## src/rtl/axis_packetizer.sv

```systemverilog
// AXI-Stream TLAST framer with a two-entry skid buffer; all TX/RX handshakes are flop-driven.
// Optional AXIS_PKT_STATS_EN adds the PACKETS_SENT counter of TLAST beats delivered.
module axis_packetizer #(
    parameter int DATA_WIDTH = 256,
    parameter int SIZE_WIDTH = 16
) (
    input  logic                  clk,
    input  logic                  resetn,
    input  logic [SIZE_WIDTH-1:0] PACKET_SIZE,
    input  logic [DATA_WIDTH-1:0] AXIS_RX_TDATA,
    input  logic                  AXIS_RX_TVALID,
    output logic                  AXIS_RX_TREADY,
    output logic [DATA_WIDTH-1:0] AXIS_TX_TDATA,
    output logic                  AXIS_TX_TVALID,
    output logic                  AXIS_TX_TLAST,
    input  logic                  AXIS_TX_TREADY
`ifdef AXIS_PKT_STATS_EN
    ,
    output logic [31:0]           PACKETS_SENT
`endif
);

    typedef enum logic [1:0] {EMPTY, ONE, FULL} state_t;

    state_t                state_q, state_d;
    logic [DATA_WIDTH-1:0] main_data_q, main_data_d;
    logic [DATA_WIDTH-1:0] skid_data_q, skid_data_d;
    logic                  main_last_q, main_last_d;
    logic                  skid_last_q, skid_last_d;
    logic                  tx_valid_q, tx_valid_d;
    logic                  rx_ready_q, rx_ready_d;
    logic [SIZE_WIDTH-1:0] beat_cnt_q, beat_cnt_d;
    logic [SIZE_WIDTH-1:0] pkt_len_q, pkt_len_d;
    logic [SIZE_WIDTH-1:0] size_eff, len_now;
    logic                  in_acc, out_acc, beat_last;

    assign in_acc  = AXIS_RX_TVALID && rx_ready_q;
    assign out_acc = tx_valid_q && AXIS_TX_TREADY;

    // The first beat of a packet is judged against the length latched with it
    assign size_eff  = (PACKET_SIZE == '0) ? SIZE_WIDTH'(1) : PACKET_SIZE;
    assign len_now   = (beat_cnt_q == '0) ? size_eff : pkt_len_q;
    assign beat_last = (beat_cnt_q + SIZE_WIDTH'(1)) == len_now;

    always_comb begin
        state_d     = state_q;
        main_data_d = main_data_q;
        main_last_d = main_last_q;
        skid_data_d = skid_data_q;
        skid_last_d = skid_last_q;
        beat_cnt_d  = beat_cnt_q;
        pkt_len_d   = pkt_len_q;

        if (in_acc) begin
            if (beat_cnt_q == '0) pkt_len_d = size_eff;
            beat_cnt_d = beat_last ? '0 : beat_cnt_q + SIZE_WIDTH'(1);
        end

        unique case (state_q)
            EMPTY: begin
                if (in_acc) begin
                    state_d     = ONE;
                    main_data_d = AXIS_RX_TDATA;
                    main_last_d = beat_last;
                end
            end
            ONE: begin
                if (in_acc && out_acc) begin
                    main_data_d = AXIS_RX_TDATA;
                    main_last_d = beat_last;
                end else if (in_acc) begin
                    state_d     = FULL;
                    skid_data_d = AXIS_RX_TDATA;
                    skid_last_d = beat_last;
                end else if (out_acc) begin
                    state_d = EMPTY;
                end
            end
            FULL: begin
                if (out_acc) begin
                    state_d     = ONE;
                    main_data_d = skid_data_q;
                    main_last_d = skid_last_q;
                end
            end
            default: state_d = EMPTY;
        endcase

        tx_valid_d = (state_d != EMPTY);
        rx_ready_d = (state_d != FULL);
    end

    always_ff @(posedge clk or negedge resetn) begin
        if (!resetn) begin
            state_q     <= EMPTY;
            main_data_q <= '0;
            main_last_q <= 1'b0;
            skid_data_q <= '0;
            skid_last_q <= 1'b0;
            tx_valid_q  <= 1'b0;
            rx_ready_q  <= 1'b0;
            beat_cnt_q  <= '0;
            pkt_len_q   <= SIZE_WIDTH'(1);
        end else begin
            state_q     <= state_d;
            main_data_q <= main_data_d;
            main_last_q <= main_last_d;
            skid_data_q <= skid_data_d;
            skid_last_q <= skid_last_d;
            tx_valid_q  <= tx_valid_d;
            rx_ready_q  <= rx_ready_d;
            beat_cnt_q  <= beat_cnt_d;
            pkt_len_q   <= pkt_len_d;
        end
    end

    assign AXIS_RX_TREADY = rx_ready_q;
    assign AXIS_TX_TDATA  = main_data_q;
    assign AXIS_TX_TLAST  = main_last_q;
    assign AXIS_TX_TVALID = tx_valid_q;

`ifdef AXIS_PKT_STATS_EN
    logic [31:0] pkt_cnt_q;

    always_ff @(posedge clk or negedge resetn) begin
        if (!resetn) begin
            pkt_cnt_q <= '0;
        end else if (out_acc && main_last_q) begin
            pkt_cnt_q <= pkt_cnt_q + 32'd1;
        end
    end

    assign PACKETS_SENT = pkt_cnt_q;
`endif

endmodule

```

## config.mk

```make
export PLATFORM = sky130hd
export DESIGN_NAME = axis_packetizer
export DESIGN_NICKNAME = d
export VERILOG_FILES = /design/src/rtl/axis_packetizer.sv
export SDC_FILE = /design/constraint.sdc
export NUM_CORES = 1
export LEC_CHECK = 0
export ABC_AREA = 1
export ABC_CLOCK_PERIOD_IN_PS = 4540
export BUFFER_PORTS_ARGS = -buffer_cell sky130_fd_sc_hd__buf_2
export CORE_AREA = 5 5 224 226
export CTS_CLUSTER_DIAMETER = 50
export DETAILED_ROUTE_END_ITERATION = 8
export DIE_AREA = 0 0 229 231
export HOLD_SLACK_MARGIN = 0.06
export PLACE_DENSITY = 0.77
export SYNTH_ARGS = -nofsm -noshare
export SYNTH_HDL_FRONTEND = slang
export SYNTH_SLANG_ARGS = --single-unit
```

## constraint.sdc

```tcl
create_clock -name clk -period 4.54 [get_ports clk]
set_clock_uncertainty 0.05 [all_clocks]
set_input_delay 0.454 -clock clk [delete_from_list [all_inputs] [get_ports clk]]
set_output_delay 0.454 -clock clk [all_outputs]
set_load 0.03 [all_outputs]
```

==> metrics, run 1 <==
CORE AREA=around 48000 sq um; flop and latch count out of synthesis=550; Synth Area in Simple Gates=29.9%; total gr overflow=0; mux cell area share after synthesis=less than 1%; worst hold slack=~110 ps; Post-Syn Nets=~3200; fin area=roughly 31000 sq um; htree depth=2; CTS sink count=550; filler cell count=between 3000 and 4000; CP Class=reg2reg; Cell variety after synth=28; CP cell instances=nand2_1 > inv_1 > o21ai_0 > nor2_4 > buf_12 > buf_12 > nor2_1 > a31oi_1; final core occ=roughly two thirds; maximum vdd drop=about 0.00048 V; placed cell areas=26800 sq um; Horiz. Die Dim=~230 microns; antenna violation net count after detailed routing=0; commonest non-fill, non-tap cell in the layout=nand2_1; Initial DRC Count=~2300; Worst-path clk slew=approximately 60 ps; Synth top area share=about three fifths; share of layout cells above drive strength 1=18.5%; Vias/cell=approximately 5.3; area grow syn2layout=32.1%; minimum clock period=3010 ps; crit-path most repeated cell=buf_12; worst slew pin tran=just under 1000 ps; row cnt=81; Post-CTS Setup Inserts=0; CTS tree=built; CTS Buf Count=58; syn_area_per_cell=8.10 sq um; Worst path slowest cell=inv_1; number of antenna violations at the first check in global routing=7; most frequent cells in the layout=nand2_1, dfrtp_1, buf_2, nor2_1, a31oi_1; Post-Synth XOR/XNOR Area=0.148%; FMAX=between 300 and 400 MHz; Initial Utilization=about 49%; CP endpoint kind=register; leakage power=15.7 nW; DR WL/cell=around 17 microns; RSZ-0062 raised after global routing=no; drt pass-1 iters=5; Die Span Y=231 microns; largest net degree at the start of global routing=164; detailed placement HPWL=44500 microns; crit path DAT=3460 ps; setup tns final=0 ps; routability-driven placement congestion ratio=a little under 0.9; post-CTS sizing=0; first-pass GRT wire length=120000 microns; RR Startpoint=AXIS_RX_TREADY$_DFF_PN0_; synthesized area=23600 sq um; main combinational cell family by area after synthesis=simple AND/OR/NAND/NOR gates; final WL=74800 microns; max incr delay on CP=590 ps; Area contributors post-synth=dfrtp_1, nand2_1, a31oi_1; Remaining DRCs=0; Post-Synthesis Cells=between 2000 and 3000; post-synthesis compound-gate area fraction=7.54%; I/O pin count=about 540; number of global-route vias before repair=22100; Worst Hold Class=in2reg; maxcap violations=0; final worst path period share=between 60% and 70%; status=complete, no violations; Max-Slew Margin vs Limit=between 30% and 40%; Overall Power=around 25 mW; nets@finish=around 3900; Critical Path Fanout Max=74; Post-CTS Hold Buffers=between 200 and 300; critical path startpoint category=register; HP Start=AXIS_RX_TDATA[120]; I/O Buffers=about 530; setup violators final=0; area leader, netlist=dfrtp_1; total number of vias=22700; yosys warns=0; CTS root buf=clkbuf_16; Post-Synth Adder-Cell Area=less than 1%; Fin. Hold Viols=0; crit path from=AXIS_RX_TREADY$_DFF_PN0_; Required @ worst endpoint=roughly 5000 ps; register area share after synthesis=between 50% and 60%; power per cell area=788 nW/um^2; latest clock arrival within the worst-skew pair=around 600 ps; die area=52900 sq um; Max Transition Viols Final=0; GRT Overall Usage=between 20 and 30%; CTS Buffer Depth=3
[cells in the mapped netlist, drive strengths merged]
library cell  count
nand2          1450
dfrtp           549
nor2            325
a31oi           257
clkbuf          142
inv              57
nand3            37
buf              36
o21ai            33
nand3b           13
nand4             5
xor2              4
a21oi             2
clkinv            2
ha                2
dfstp             1
mux2i             1
nor3              1
nor4              1
[power by group]
part	internal, mW	switching, mW
logic	3.30	7.78
clock network	2.72	1.98
registers	7.33	1.50
[area by class of cell]
type                            instances  area, sq um  share of cell area, %
Sequential cell                       550        13800                   44.1
Clock inverter                         21          234                  0.749
Tap cell                              622          778                   2.49
Multi-Input combinational cell       2131         8950                   28.7
Timing Repair Buffer                  816         5590                   17.9
Antenna cell                            4         10.0                 0.0321
Inverter                               59          236                  0.757
Clock buffer                           88         1660                   5.33
[metal layers]
| layer | GRT usage [%] | wire length (microns) | vias up |
|---|---|---|---|
| met5 | 0 | 34 | - |
| met2 | 44.5 | 35400 | 1124 |
| met3 | 5.82 | 6100 | 244 |
| li1 | - | - | 10700 |
| met1 | 36.0 | 29700 | 10700 |
| met4 | 12.5 | 3570 | 6 |
[critical path, delay by kind of cell, from the launching register on]
kind	cells	cell delay, ps
and+or+nand+nor	3	750
DFF	1	380
AOI/OAI and AO/OA	2	510
buffers and inverters	3	1160
[through the flow]
stage	instances	setup WS [ps]
finish	4291	1530
global route	4290	1300
CTS	4287	1590
detailed placement	3924	1460
global placement	3924	1520
floorplan	2918	2360
[sequential cells by signal, summed over array words and instances (netlist names)]
name            flops
AXIS_TX_TDATA     256
skid_data_q       256
beat_cnt_q         16
pkt_len_q          16
state_q             2
AXIS_RX_TREADY      1
AXIS_TX_TLAST       1
AXIS_TX_TVALID      1
skid_last_q         1
[final timing paths]
| kind | end | slack (ps) | depth (start not counted) |
|---|---|---|---|
| setup / recovery | AXIS_TX_TDATA[32]$_DFFE_PN0P_ | 1530 | 8 |
| hold / removal | skid_data_q[120]$_DFFE_PN0P_ | 110 | 3 |
| setup reg to reg | AXIS_TX_TDATA[32]$_DFFE_PN0P_ | 1530 | 8 |
| hold reg to reg | skid_data_q[110]$_DFFE_PN0P_ | 420 | 2 |
| max in group asynchronous | AXIS_TX_TDATA[212]$_DFFE_PN0P_ | 2820 | 3 |
| min in group asynchronous | AXIS_TX_TDATA[33]$_DFFE_PN0P_ | 460 | 2 |
[cell families (layout without fill, tap and decap cells)]
group	after synthesis	count (layout)
simple gates	1832	1832
flops	550	550
buf+inv	237	984
other cells	0	4
fa+ha+maj	2	2
mux	1	1
xor+xnor	4	4
compound gates	292	292
Power figures use the tool's default switching activity.
==> run 2, diff against run 1 <==
==> config.mk (replaced) <==
export PLATFORM = sky130hd
export DESIGN_NAME = axis_packetizer
export DESIGN_NICKNAME = d
export VERILOG_FILES = /design/src/rtl/axis_packetizer.sv
export SDC_FILE = /design/constraint.sdc
export NUM_CORES = 1
export LEC_CHECK = 0
export ABC_AREA = 1
export ABC_CLOCK_PERIOD_IN_PS = 2600
export BUFFER_PORTS_ARGS = -buffer_cell sky130_fd_sc_hd__buf_2
export CORE_AREA = 5 5 226 228
export CTS_CLUSTER_DIAMETER = 50
export DETAILED_ROUTE_END_ITERATION = 8
export DIE_AREA = 0 0 231 233
export HOLD_SLACK_MARGIN = 0.06
export PLACE_DENSITY = 0.79
export SYNTH_ARGS = -nofsm -noshare
export SYNTH_HDL_FRONTEND = slang
export SYNTH_SLANG_ARGS = --single-unit
==> constraint.sdc (replaced) <==
create_clock -name clk -period 2.6 [get_ports clk]
set_clock_uncertainty 0.05 [all_clocks]
set_input_delay 0.26 -clock clk [delete_from_list [all_inputs] [get_ports clk]]
set_output_delay 0.26 -clock clk [all_outputs]
set_load 0.03 [all_outputs]
==> metrics, run 2 (synthesis gave the netlist of run 1 again) <==
leakage power=16.0 nW (+2.0%); HP Start=PACKET_SIZE[8]; CORE AREA=48600 sq um (+1.1%); Hold Path Depth=4 (+1); CP endpoint kind=register; Required @ worst endpoint=3020 ps (-1970 ps); nets@finish=3932 (+0.98%); drt pass-1 iters=6 (+1); total number of vias=23500 (+3.6%); fin area=31800 sq um (+2.0%); Horiz. Die Dim=231 microns (+0.87%); number of antenna violations at the first check in global routing=5 (-2); maximum vdd drop=0.00142 V (+200%); area grow syn2layout=34.7%; Initial DRC Count=2107 (-7.0%); htree depth=2 (unchanged); placed cell areas=27100 sq um (+1.1%); number of global-route vias before repair=22900 (+3.5%); I/O Buffers=534 (unchanged); setup tns final=0 ps (unchanged); Max-Slew Margin vs Limit=53.6% (+20 points); CTS tree=built; max incr delay on CP=370 ps (-220 ps); Worst path slowest cell=dfrtp_1; Die Span Y=233 microns (+0.87%); crit-path most repeated cell=nand2_1; filler cell count=3591 (-4.3%); CTS Buffer Depth=3 (unchanged); antenna violation net count after detailed routing=0 (unchanged); Hold Path Sink=pkt_len_q[8]$_DFFE_PN0P_; RR Endpoint=beat_cnt_q[9]$_DFFE_PN0P_; CTS root buf=clkbuf_16; die area=53800 sq um (+1.7%); status=complete, no violations; non-filler instance count after layout=4333 (+0.98%); final worst path period share=92.1% (+26 points); Post-CTS Setup Inserts=0 (unchanged); worst slew pin tran=696 ps (-296 ps); Overall Power=44.2 mW (+79%); Crit path max-delay family=simple AND/OR/NAND/NOR gates; buffer and inverter count on the worst path=2 (-1); setup violators final=0 (unchanged); Fin. Hold Viols=0 (unchanged); FMAX=417 MHz (+26%); Remaining DRCs=0 (unchanged); CTS Buf Count=61 (+5.2%); minimum clock period=2400 ps (-616 ps); largest net degree at the start of global routing=163 (-0.61%); Reg2Reg Depth=14 (+6); Initial Utilization=48.6% (-0.51 points); most frequent cells in the layout=nand2_1, dfrtp_1, buf_2, nor2_1, dlygate4sd3_1; power per cell area=1390 nW/um^2 (+76%); commonest non-fill, non-tap cell in the layout=nand2_1; DR WL/cell=18.1 microns (+3.8%); Worst Hold Class=in2reg; GRT Overall Usage=28.1% (+0.57 points); CP cell instances=inv_1 > ha_2 > nand2_1 > nor2_4 > buf_6 > nand3b_1 > nand3_1 > nand2_1 > nor2_1 > nand2_1 > nor2_4 > nand2_4 > nand2_1 > o21ai_0; total gr overflow=0 (unchanged); placed instance count=3945 (+0.54%); I/O pin count=535 (unchanged); CTS sink count=550 (unchanged); final WL=78400 microns (+4.8%); row cnt=81 (unchanged); maxcap violations=0 (unchanged); critical path startpoint category=register; crit path DAT=2820 ps (-640 ps); share of layout cells above drive strength 1=19.3% (+0.79 points); Worst-path clk slew=60 ps (about the same); first-pass GRT wire length=123000 microns (+2.8%); CP Class=reg2reg; routability-driven placement congestion ratio=0.892 (+3.2%); latest clock arrival within the worst-skew pair=620 ps (+20 ps); RSZ-0062 raised after global routing=no; detailed placement HPWL=46300 microns (+3.9%); worst reg2reg setup slack=200 ps (-1320 ps); RR Startpoint=beat_cnt_q[0]$_DFFE_PN0P_; Critical Path Fanout Max=12 (-84%); Vias/cell=5.43 (+2.6%); Max Transition Viols Final=0 (unchanged)
==> run 2: stage by stage <==
stage                     hold slack (ps)  utilization [%]  setup WS, ps
after global routing                  130             65.4          16.6
after global placement                208             55.6           119
after floorplan                     -85.6                -           424
after CTS                            67.9             65.3          83.7
final                                78.9             65.4           204
after detailed placement              216             55.6          92.0
==> run 2: how the worst max path moves through the flow <==
stage                                    from                    endpoint  slack [ps]  depth (start not counted)
floorplan           beat_cnt_q[0]$_DFFE_PN0P_  beat_cnt_q[10]$_DFFE_PN0P_         420                         17
global placement    beat_cnt_q[0]$_DFFE_PN0P_   beat_cnt_q[8]$_DFFE_PN0P_         120                         14
detailed placement  beat_cnt_q[0]$_DFFE_PN0P_   beat_cnt_q[2]$_DFFE_PN0P_          90                         15
CTS                 beat_cnt_q[0]$_DFFE_PN0P_   beat_cnt_q[2]$_DFFE_PN0P_          80                         15
global route        beat_cnt_q[0]$_DFFE_PN0P_   beat_cnt_q[2]$_DFFE_PN0P_          20                         15
finish              beat_cnt_q[0]$_DFFE_PN0P_   beat_cnt_q[9]$_DFFE_PN0P_         200                         14
==> run 2: area by class of cell <==
| cell class | instances | area (sq um) | share of cell area, % |
|---|---|---|---|
| flip-flops and latches | 550 | 13800 | 43.2 |
| multi-input cells | 2132 | 9000 | 28.3 |
| repair buffers | 850 | 6000 | 18.9 |
| clock buffers | 93 | 1850 | 5.81 |
| well taps | 622 | 778 | 2.44 |
| inverters | 59 | 236 | 0.743 |
| clock inverters | 22 | 196 | 0.617 |
| diodes | 5 | 12.5 | 0.0393 |
==> run 2: where the power goes <==
group	internal (mW)	total, mW	switching, mW
Combinational	6.01	20.0	14.0
Clock	5.04	8.68	3.65
Sequential	12.8	15.5	2.69
Total	23.8	44.2	20.3
==> run 2: tightest hold or removal path, delay by kind of cell <==
family | cells | cell delay [ps]
compound gates | 1 | 150
simple gates | 2 | 190
buf+inv | 1 | 100
==> run 2: per-layer routing <==
metal	global-route usage [%]	up-vias	share of wire, %
met5	0	-	0.014
met4	13.8	2	5.5
met3	6.76	340	9.5
met2	45.9	1420	48
met1	35.3	11000	37
li1	-	10700	-
==> run 2: what timing repair did <==
item                                    CTS  global route
hold buffers                            267             0
endpoints found under the setup margin    0            18
endpoints found under the hold margin   714             0
resized for setup                         0            11
